==> src/rtl/ts_frame_sink_if.sv <==
// Byte-stream bundle for the transport-stream frame sink: framed input
// stream in, clean TS packet stream out.
interface ts_frame_sink_if;
  logic [7:0] iData;
  logic       iValid;
  logic       iPSync;
  logic [7:0] oData;
  logic       oValid;
  logic       oPSync;

  // Stream source / consumer side (drives the framed input, observes output)
  modport master (
    output iData, iValid, iPSync,
    input  oData, oValid, oPSync
  );

  // Frame sink side
  modport slave (
    input  iData, iValid, iPSync,
    output oData, oValid, oPSync
  );
endinterface

==> src/rtl/ts_frame_sink.sv <==
// Transport-stream frame sink: tracks 204-byte frame alignment on the 0x47
// sync byte, strips the 16 gap bytes, optionally drops null packets and
// delivers 188-byte TS packets with a start flag, lock status and counters.
module ts_frame_sink #(
  parameter int LOCK_FRAMES = 2,
  parameter int MISS_FRAMES = 3,
  parameter bit DROP_NULL   = 1'b1
) (
  input  logic            iClk,
  input  logic            iRst,
  ts_frame_sink_if.slave  bus,
  output logic            oLock,
  output logic [15:0]     oPktCnt,
  output logic [15:0]     oNullCnt,
  output logic [7:0]      oSyncErrCnt
);

  localparam logic [1:0]  ST_HUNT     = 2'd0;
  localparam logic [1:0]  ST_VERIFY   = 2'd1;
  localparam logic [1:0]  ST_LOCK     = 2'd2;
  localparam logic [7:0]  SYNC_BYTE   = 8'h47;
  localparam logic [7:0]  LAST_POS    = 8'd203;
  localparam logic [7:0]  LAST_TS_POS = 8'd187;
  localparam logic [12:0] NULL_PID    = 13'h1FFF;
  localparam logic [3:0]  LOCK_N      = 4'(LOCK_FRAMES);
  localparam logic [3:0]  MISS_N      = 4'(MISS_FRAMES);

  function automatic logic [7:0] next_pos(input logic [7:0] p);
    next_pos = (p == LAST_POS) ? 8'd0 : p + 8'd1;
  endfunction

  function automatic logic [7:0] sat_inc8(input logic [7:0] v);
    sat_inc8 = (v == 8'hFF) ? v : v + 8'd1;
  endfunction

  function automatic logic [15:0] wrap_inc16(input logic [15:0] v);
    wrap_inc16 = v + 16'd1;
  endfunction

  // Alignment tracking and packet bookkeeping
  logic [1:0]  state_q, state_d;
  logic [7:0]  pos_q, pos_d;
  logic [3:0]  goodcnt_q, goodcnt_d;
  logic [3:0]  misscnt_q, misscnt_d;
  logic        pkt_elig_q, pkt_elig_d;
  logic        pkt_drop_q, pkt_drop_d;
  logic [4:0]  pid_hi_q, pid_hi_d;
  logic [15:0] pkt_cnt_q, pkt_cnt_d;
  logic [15:0] null_cnt_q, null_cnt_d;
  logic [7:0]  err_cnt_q, err_cnt_d;

  // Three-entry delay line {data, pos, eligible}
  logic [7:0]  data_p0_q, data_p0_d, data_p1_q, data_p1_d, data_p2_q, data_p2_d;
  logic [7:0]  pos_p0_q, pos_p0_d, pos_p1_q, pos_p1_d, pos_p2_q, pos_p2_d;
  logic        elig_p0_q, elig_p0_d, elig_p1_q, elig_p1_d, elig_p2_q, elig_p2_d;

  // Registered output stage
  logic [7:0]  odata_q, odata_d;
  logic        ovalid_q, ovalid_d;
  logic        opsync_q, opsync_d;

  logic        sync_good;
  logic [7:0]  byte_pos;
  logic        elig_now;
  logic [3:0]  goodcnt_inc;
  logic [3:0]  misscnt_inc;
  logic        deliver;

  // Next-state: sync FSM, flywheel counter, packet qualify, pipeline shift
  always_comb begin
    state_d    = state_q;
    pos_d      = pos_q;
    goodcnt_d  = goodcnt_q;
    misscnt_d  = misscnt_q;
    pkt_elig_d = pkt_elig_q;
    pkt_drop_d = pkt_drop_q;
    pid_hi_d   = pid_hi_q;
    pkt_cnt_d  = pkt_cnt_q;
    null_cnt_d = null_cnt_q;
    err_cnt_d  = err_cnt_q;
    data_p0_d  = data_p0_q;
    data_p1_d  = data_p1_q;
    data_p2_d  = data_p2_q;
    pos_p0_d   = pos_p0_q;
    pos_p1_d   = pos_p1_q;
    pos_p2_d   = pos_p2_q;
    elig_p0_d  = elig_p0_q;
    elig_p1_d  = elig_p1_q;
    elig_p2_d  = elig_p2_q;
    odata_d    = 8'h00;
    ovalid_d   = 1'b0;
    opsync_d   = 1'b0;

    sync_good   = bus.iPSync && (bus.iData == SYNC_BYTE);
    byte_pos    = pos_q;
    elig_now    = pkt_elig_q;
    goodcnt_inc = goodcnt_q + 4'd1;
    misscnt_inc = misscnt_q + 4'd1;
    // Packet still delivered at the exit: eligible, not a dropped null, not gap.
    deliver     = elig_p2_q && !pkt_drop_q && (pos_p2_q <= LAST_TS_POS);

    if (bus.iValid) begin
      pos_d = next_pos(pos_q);
      case (state_q)
        ST_HUNT: begin
          // Any good sync is an acquisition, regardless of the flywheel.
          if (sync_good) begin
            byte_pos  = 8'd0;
            pos_d     = 8'd1;
            goodcnt_d = 4'd1;
            misscnt_d = 4'd0;
            if (LOCK_N <= 4'd1) begin
              state_d  = ST_LOCK;
              elig_now = 1'b1;
            end else begin
              state_d  = ST_VERIFY;
              elig_now = 1'b0;
            end
          end else begin
            elig_now = 1'b0;
          end
        end
        ST_VERIFY: begin
          if (pos_q == 8'd0) begin
            if (sync_good) begin
              goodcnt_d = goodcnt_inc;
              if (goodcnt_inc >= LOCK_N) begin
                state_d  = ST_LOCK;
                elig_now = 1'b1;
              end else begin
                elig_now = 1'b0;
              end
            end else begin
              state_d   = ST_HUNT;
              goodcnt_d = 4'd0;
              elig_now  = 1'b0;
            end
          end
        end
        ST_LOCK: begin
          if (pos_q == 8'd0) begin
            if (sync_good) begin
              misscnt_d = 4'd0;
              elig_now  = 1'b1;
            end else begin
              // Suppress the whole frame but keep the flywheel running.
              err_cnt_d = sat_inc8(err_cnt_q);
              misscnt_d = misscnt_inc;
              elig_now  = 1'b0;
              if (misscnt_inc >= MISS_N) begin
                state_d   = ST_HUNT;
                goodcnt_d = 4'd0;
                misscnt_d = 4'd0;
              end
            end
          end
        end
        default: begin
          state_d  = ST_HUNT;
          elig_now = 1'b0;
        end
      endcase

      pkt_elig_d = elig_now;
      if (byte_pos == 8'd0) pkt_drop_d = 1'b0;
      if (byte_pos == 8'd1) pid_hi_d = bus.iData[4:0];
      if ((byte_pos == 8'd2) && elig_now) begin
        if (DROP_NULL && ({pid_hi_q, bus.iData} == NULL_PID)) begin
          pkt_drop_d = 1'b1;
          null_cnt_d = wrap_inc16(null_cnt_q);
        end else begin
          pkt_drop_d = 1'b0;
          pkt_cnt_d  = wrap_inc16(pkt_cnt_q);
        end
      end

      data_p0_d = bus.iData;
      pos_p0_d  = byte_pos;
      elig_p0_d = elig_now;
      data_p1_d = data_p0_q;
      pos_p1_d  = pos_p0_q;
      elig_p1_d = elig_p0_q;
      data_p2_d = data_p1_q;
      pos_p2_d  = pos_p1_q;
      elig_p2_d = elig_p1_q;

      if (deliver) begin
        odata_d  = data_p2_q;
        ovalid_d = 1'b1;
        opsync_d = (pos_p2_q == 8'd0);
      end
    end
  end

  // Control state, counters and output register with synchronous reset
  always_ff @(posedge iClk) begin
    if (iRst) begin
      state_q    <= ST_HUNT;
      pos_q      <= 8'd0;
      goodcnt_q  <= 4'd0;
      misscnt_q  <= 4'd0;
      pkt_elig_q <= 1'b0;
      pkt_drop_q <= 1'b0;
      pkt_cnt_q  <= 16'd0;
      null_cnt_q <= 16'd0;
      err_cnt_q  <= 8'd0;
      elig_p0_q  <= 1'b0;
      elig_p1_q  <= 1'b0;
      elig_p2_q  <= 1'b0;
      odata_q    <= 8'h00;
      ovalid_q   <= 1'b0;
      opsync_q   <= 1'b0;
    end else begin
      state_q    <= state_d;
      pos_q      <= pos_d;
      goodcnt_q  <= goodcnt_d;
      misscnt_q  <= misscnt_d;
      pkt_elig_q <= pkt_elig_d;
      pkt_drop_q <= pkt_drop_d;
      pkt_cnt_q  <= pkt_cnt_d;
      null_cnt_q <= null_cnt_d;
      err_cnt_q  <= err_cnt_d;
      elig_p0_q  <= elig_p0_d;
      elig_p1_q  <= elig_p1_d;
      elig_p2_q  <= elig_p2_d;
      odata_q    <= odata_d;
      ovalid_q   <= ovalid_d;
      opsync_q   <= opsync_d;
    end
  end

  // Data payload of the delay line and PID capture; qualified by control bits
  always_ff @(posedge iClk) begin
    pid_hi_q  <= pid_hi_d;
    data_p0_q <= data_p0_d;
    data_p1_q <= data_p1_d;
    data_p2_q <= data_p2_d;
    pos_p0_q  <= pos_p0_d;
    pos_p1_q  <= pos_p1_d;
    pos_p2_q  <= pos_p2_d;
  end

  assign bus.oData   = odata_q;
  assign bus.oValid  = ovalid_q;
  assign bus.oPSync  = opsync_q;
  assign oLock       = (state_q == ST_LOCK);
  assign oPktCnt     = pkt_cnt_q;
  assign oNullCnt    = null_cnt_q;
  assign oSyncErrCnt = err_cnt_q;

endmodule
==> src/flat_wrapper.sv <==
// flat-port wrapper written by rule: the top's interface ports become plain ports
module ts_frame_sink_flat 
#(
  parameter int LOCK_FRAMES = 2,
  parameter int MISS_FRAMES = 3,
  parameter bit DROP_NULL   = 1'b1
)
  (iClk, iRst, oLock, oPktCnt, oNullCnt, oSyncErrCnt, bus_iData, bus_iValid, bus_iPSync, bus_oData, bus_oValid, bus_oPSync);
  ts_frame_sink_if bus_i ();
  input  logic iClk;
  input  logic iRst;
  output logic oLock;
  output logic [15:0] oPktCnt;
  output logic [15:0] oNullCnt;
  output logic [7:0] oSyncErrCnt;
  input wire logic [$bits(bus_i.iData)-1:0] bus_iData;
  input wire logic [$bits(bus_i.iValid)-1:0] bus_iValid;
  input wire logic [$bits(bus_i.iPSync)-1:0] bus_iPSync;
  output wire logic [$bits(bus_i.oData)-1:0] bus_oData;
  output wire logic [$bits(bus_i.oValid)-1:0] bus_oValid;
  output wire logic [$bits(bus_i.oPSync)-1:0] bus_oPSync;
  assign bus_i.iData = bus_iData;
  assign bus_i.iValid = bus_iValid;
  assign bus_i.iPSync = bus_iPSync;
  assign bus_oData = bus_i.oData;
  assign bus_oValid = bus_i.oValid;
  assign bus_oPSync = bus_i.oPSync;
  ts_frame_sink #(.LOCK_FRAMES(LOCK_FRAMES), .MISS_FRAMES(MISS_FRAMES), .DROP_NULL(DROP_NULL)) u_core (.iClk(iClk), .iRst(iRst), .bus(bus_i), .oLock(oLock), .oPktCnt(oPktCnt), .oNullCnt(oNullCnt), .oSyncErrCnt(oSyncErrCnt));
endmodule
==> config.mk <==
export PLATFORM = sky130hd
export DESIGN_NAME = ts_frame_sink_flat
export DESIGN_NICKNAME = d
export VERILOG_FILES = /design/src/rtl/ts_frame_sink_if.sv /design/src/rtl/ts_frame_sink.sv /design/src/flat_wrapper.sv
export SDC_FILE = /design/constraint.sdc
export NUM_CORES = 1
export LEC_CHECK = 0
export CAP_MARGIN = 20
export CORE_MARGIN = 1.5
export CORE_UTILIZATION = 50
export CTS_BUF_LIST = sky130_fd_sc_hd__clkbuf_4 sky130_fd_sc_hd__clkbuf_8
export CTS_CLUSTER_SIZE = 30
export DETAILED_ROUTE_END_ITERATION = 7
export DONT_BUFFER_PORTS = 1
export PLACE_DENSITY = 0.7
export SLEW_MARGIN = 15
export SYNTH_ARGS = -nofsm -noshare
export SYNTH_HDL_FRONTEND = slang
export SYNTH_SLANG_ARGS = --single-unit
export TNS_END_PERCENT = 30
==> constraint.sdc <==
create_clock -name iClk -period 2.84 [get_ports iClk]
set_input_delay 0.426 -clock iClk [delete_from_list [all_inputs] [get_ports iClk]]
set_output_delay 0.426 -clock iClk [all_outputs]
set_load 0.005 [all_outputs]
# After elaboration in Yosys (flattened, before gate mapping)
# Index checks and enable logic that the tools add are counted.
[word_totals] reg_bits=125 out_inout_bits=51
[op_classes] order_cmp=3 bitwise=5 n_addsub=6 mux=37 reduce_logical=22 n_eq_ne=14
[ops] cell="$mux W8" n=6
[ops] cell="$mux W4" n=10
[ops] cell="$add A16 B1 Y16 const B" n=2
[ops] cell="$logic_not A8 Y1" n=3
[ops] cell="$add A8 B1 Y8 const B" n=2
[ops] cell="$eq A8 B8 Y1 const B" n=2
[ops] cell="$mux W2" n=7
[ops] cell="$reduce_and A7 Y1" n=2
[ops] cell="$eq A13 B13 Y1 const B" n=1
[ops] cell="$pmux W4 S3" n=1
[ops] cell="$mux W1" n=10
[ops] cell="$add A4 B1 Y4 const B" n=2
[ops] cell="$eq A8 B1 Y1 const B" n=1
[ops] cell="$eq A8 B2 Y1 const B" n=1
[ops] cell="$eq A8 B7 Y1 const B" n=1
[ops] cell="$ge A4 B2 Y1 const B" n=2
[ops] cell="$le A8 B8 Y1 const B" n=1
[ops] cell="$ne A2 B1 Y1 const B" n=4
[ops] cell="$pmux W4 S2" n=1
[ops] cell="$pmux W2 S3" n=1
[ops] cell="$reduce_and A3 Y1" n=2
[ops] cell="$not A1 Y1" n=5
[ops] cell="$reduce_and A5 Y1" n=1
[ops] cell="$logic_and A1 B1 Y1" n=4
[ops] cell="other kinds (13)" n=15

# Longest topological paths before layout
[depth] depth_word=10 depth_mapped=11 mapped_depth_nobuf=8

# Least setup slack after synthesis
# No wires, ideal clock.
[synth_timing] kind="in2reg" start="input bus_iData[5]" end="register u_core.pkt_cnt_q[12] (netlist: u_core.oPktCnt[12])" path_slack_ns=0.402 arrival_time_ns=2.368 stages=6 n_path_buf=0 required_time_ns=2.770 cell_sequence="or4b_4 -> or3_1 -> o21ai_4 -> nand3_4 -> or4_1 -> a21oi_1"
[synth_via] elab_chain_cells=8 elab_cells_between_ends=16 classes_between="3 x eq/ne; 9 x mux; 1 x bitwise; 3 x reduce/logical"
[synth_lines] item="start, declared" line="flat_wrapper.sv:16" text="input wire logic [$bits(bus_i.iData)-1:0] bus_iData;"
[synth_lines] item="$eq A8 B7 Y1" line="ts_frame_sink.sv:94" text="sync_good = bus.iPSync && (bus.iData == SYNC_BYTE);"
[synth_lines] item="$logic_and A1 B1 Y1" line="ts_frame_sink.sv:94"
[synth_lines] item="$mux W8, or another cell as far along" line="ts_frame_sink.sv:107" text="if (sync_good) begin"
[synth_lines] item="$mux W8, or another cell as far along" line="ts_frame_sink.sv:104" text="case (state_q)"
[synth_lines] item="$mux W8 / $pmux W1 S2 (equally long branches)" line="ts_frame_sink.sv:102, ts_frame_sink.sv:104"
[synth_lines] item="$eq A8 B2 Y1 / $mux W1 (equally long branches)" line="ts_frame_sink.sv:167, ts_frame_sink.sv:102"
[synth_lines] item="$logic_and A1 B1 Y1" line="ts_frame_sink.sv:167" text="if ((byte_pos == 8'd2) && elig_now) begin"
[synth_lines] item="$reduce_and A3 Y1 (no line) *"
[synth_lines] item="end signal, assigned" line="ts_frame_sink.sv:220" text="pkt_cnt_q <= pkt_cnt_d;"
[synth_lines] item="end, declared" line="ts_frame_sink.sv:48" text="logic [15:0] pkt_cnt_q, pkt_cnt_d;"
# Every way passes the cells marked *; elsewhere a longest branch is shown, timed or not. The select of a mux whose other input is x is not followed.
# A chain may end at the register's enable or synchronous reset.

# Worst setup path after layout
[layout_timing] start="register u_core.pos_q[0]" end="register u_core.null_cnt_q[14] (netlist: u_core.oNullCnt[14])"
[layout_via] elab_chain_cells=6 elab_cells_between_ends=11 classes_between="1 x eq/ne; 7 x mux; 3 x reduce/logical"
[layout_lines] item="start, declared" line="ts_frame_sink.sv:42" text="logic [7:0] pos_q, pos_d;"
[layout_lines] item="start signal, assigned" line="ts_frame_sink.sv:215" text="pos_q <= pos_d;"
[layout_lines] item="$logic_not A8 Y1 / $mux W8 (equally long branches)" line="ts_frame_sink.sv:124, ts_frame_sink.sv:141, ts_frame_sink.sv:107"
[layout_lines] item="$mux W1, or another cell as far along" line="ts_frame_sink.sv:141" text="if (pos_q == 8'd0) begin"
[layout_lines] item="$pmux W1 S2 / $mux W8 (equally long branches)" line="ts_frame_sink.sv:104, ts_frame_sink.sv:102"
[layout_lines] item="$mux W1 / $eq A8 B2 Y1 (equally long branches)" line="ts_frame_sink.sv:102, ts_frame_sink.sv:167"
[layout_lines] item="$logic_and A1 B1 Y1 *" line="ts_frame_sink.sv:167"
[layout_lines] item="$reduce_and A3 Y1 (no line) *"
[layout_lines] item="end signal, assigned" line="ts_frame_sink.sv:221" text="null_cnt_q <= null_cnt_d;"
[layout_lines] item="end, declared" line="ts_frame_sink.sv:49" text="logic [15:0] null_cnt_q, null_cnt_d;"
# Marks and branches as above.

==> summary.md <==
| Metric | Value |
|---|---|
| Routed Antenna Nets | 0 |
| First-pass GRT wire length | 16280 um |
| Slew Viols, Final | 0 |
| Die Footprint | 11080 um2 |
| Critical Path RT | 3190 ps |
| Hold Vio Cnt, Final | 0 |
| FF-to-FF setup slack | 190 ps |
| CTS Buffer Depth | 2 |
| ANT cells | 0 |
| Netlist cell types | 56 |
| Synth top area cells | edfxtp_1 30%, dfxtp_1 28%, ha_1 3.1%, a21oi_1 3.1%, or3_1 2.6% |
| Crit. End Element | flop |
| DRC violations left | 0 |
| Post-synth EDFFs | 53 |
| Number of global-route vias before repair | 3428 |
| Ys Warns | 0 |
| Share of cells above drive strength 1 | 0.1000 |
| Syn_nets | 503 |
| Port Buffer Count | 0 |
| Leak | 1.992 nW |
| Die W | 105.3 um |
| Final Setup Violations | 0 |
| Gr usage total | 0.1873 |
| Global placer's final weighted congestion | 0.8946 |
| Cell depth of the worst flop-to-flop path | 9 |
| Worst vdd ir | 0.0003570 V |
| Top FF cell, synth | dfxtp_1 |
| Initial drt markers | 298 |
| Io pins | 63 |
| Reg2Reg Capture Point | u_core.oNullCnt[14] |
| Startpoint Class | flop |
| Crit Path Category | flop to flop |
| Synth top area share | 0.3045 |
| Worst hold path class | input pin to flop |
| Crit path time final | 2645 ps |
| Post_cts resized | 0 |
| Commonest cells in the netlist | 72 x dfxtp_1, 53 x edfxtp_1, 36 x nor2_1 |
| Post-Syn Instances | 478 |
| Hold-fix buffers, CTS | 0 |
| Synth Cell Area | 5228 um2 |
| Ys async rst share | 0 |
| Starting density of the core | 0.5109 |
| Fraction of the yosys area taken by sequential cells | 0.5802 |
| Synth Register Bits | 125 |
| Root buf cell | clkbuf_8 |
| Worst setup startpoint | u_core.pos_q[0] |
| Area Overhead vs Synth | 9.885% |
| Worst-Skew Late Latency | 430 ps |
| H-tree lvl count | 4 |
| Worst clock skew | 11.66 ps |
| Top-count cell post-synth | dfxtp_1 |
| Congestion Overflow GR | 0 |
| Via-to-Cell Ratio | 5.819 |
| FF-to-FF Start | u_core.pos_q[0] |
| Worst Path Arrival | 3000 ps |
| Final nets | 512 |
| Worst-path maximum fanout | 27 |
| Vias | 3701 |
| CTS buffer count | 17 |
| Reg clk slew, reported paths | 80 ps |
| Post-DP HPWL | 6654 um |
| Drt first pass iters | 4 |
| Site row count | 37 |
| Max cap viols | 0 |
| Fillers | 889 |
| Pwr Density | 593.1 nW/um2 |
| Setup crit end | u_core.oNullCnt[14] |
| Max frequency | 378.1 MHz |
| DR WL/cell | 15.70 um |
| Largest net degree at the start of global routing | 64 |
| Max transition margin | 0.5060 |
| Tot Pwr | 0.003407 W |
| Synth area leader | edfxtp_1 |
| Initial antenna violation count | 0 |
| Post-CTS Setup Inserts | 0 |
| CTS tree | yes |
| Avg Inst Size Synth | 10.94 um2 |
| Status | finished, final reports clean |
| RSZ-0062 raised after global routing | false |
| Drt total wl | 9987 um |
| Num Clock Sinks | 125 |
| Total core area | 10230 um2 |
| Final worst-path cycle share | 0.9314 |
| Height of the die | 105.3 um |
| Setup TNS | 0 ps |
| Slew @ Worst Pin | 735.4 ps |
-- per-layer routing --
layer | part of all wire | up-vias | track usage
li1 | - | 1799 | -
met1 | 0.44 | 1797 | 0.2338
met2 | 0.49 | 90 | 0.3002
met3 | 0.056 | 15 | 0.05195
met4 | 0.015 | 0 | 0.09100
met5 | 0 | - | 0
-- state kept, by name, summed over array words and instances (netlist names), 5 cells and up --
| name | count |
|---|---|
| u_core.pos_q | 8 |
| u_core.oSyncErrCnt | 8 |
| u_core.pos_p1_q | 8 |
| u_core.bus.oData | 8 |
| u_core.pos_p0_q | 8 |
| u_core.data_p0_q | 8 |
| u_core.pid_hi_q | 5 |
| u_core.data_p2_q | 8 |
| u_core.data_p1_q | 8 |
| u_core.oNullCnt | 16 |
| u_core.oPktCnt | 16 |
| u_core.pos_p2_q | 8 |
-- cells by family (layout without fill, tap and decap cells) --
family	after synthesis	after routing	synth area share
fa+ha+maj	13	13	0.03112
buf+inv	28	50	0.02393
mux	5	5	0.009574
simple gates	198	198	0.2168
xor+xnor	18	18	0.03016
compound gates	91	91	0.1082
flops	125	125	0.5802
-- critical path, stage by stage (launching register included) --
cell	delay (ps)
dfxtp_1	350
inv_1	130
ha_1	160
or4b_4	510
or2_4	290
o21ai_4	210
nand3_1	130
buf_4	260
or3_1	370
a21oi_1	160
-- cell usage in the layout, fill, tap and decap left out, types with 8 or more instances in the layout --
cell	count
edfxtp_1	53
ha_1	13
nand4_1	17
buf_4	8
clkbuf_8	18
or3_1	22
o21ai_0	23
nand3_1	20
a21oi_1	32
inv_1	10
dfxtp_1	72
nand2_1	26
and3_1	17
and2_1	19
xor2_1	11
nor2_1	36
-- worst min path at each step --
| stage | from | to | slack [ps] | cells after the start |
|---|---|---|---|---|
| after floorplan | u_core.data_p0_q[0] | u_core.data_p1_q[0] | 400 | 0 |
| after global placement | u_core.data_p0_q[1] | u_core.data_p1_q[1] | 400 | 0 |
| after detailed placement | u_core.data_p0_q[4] | u_core.data_p1_q[4] | 400 | 0 |
| after CTS | iRst | u_core.oNullCnt[7] | 30 | 1 |
| after global routing | iRst | u_core.oNullCnt[0] | 30 | 1 |
| final | iRst | u_core.oPktCnt[4] | 60 | 1 |
-- per-stage QoR --
step | worst slack [ps] | utilization | cell area (um2) | std cells | hold slack, ps
6_report | 194.8 | 0.5615 | 5744 | 636 | 64.32
5_1_grt | 54.46 | 0.5615 | 5744 | 636 | 33.45
4_1_cts | 113.3 | 0.5606 | 5736 | 636 | 30.39
3_5_place_dp | 127.2 | 0.5249 | 5370 | 604 | 404.5
3_3_place_gp | 210.9 | 0.5249 | 5370 | 604 | 401.5
2_1_floorplan | 401.6 | - | 5228 | 478 | 400.3
-- where the power goes --
group          switching [W]  internal [W]
registers          0.0000157       0.00193
clock network       0.000705      0.000711
logic              0.0000305     0.0000193
-- final cells by class --
cell class	count	area (um2)	share of cell area
clock buffer	18	247.7	0.04313
clock inverter	14	117.6	0.02047
inverter	10	37.54	0.006535
multi-input combinational	325	2078	0.3618
sequential	125	3033	0.5280
tap	136	170.2	0.02962
timing repair buffer	8	60.06	0.01046
Note: power is estimated with default switching activity, not from simulation.
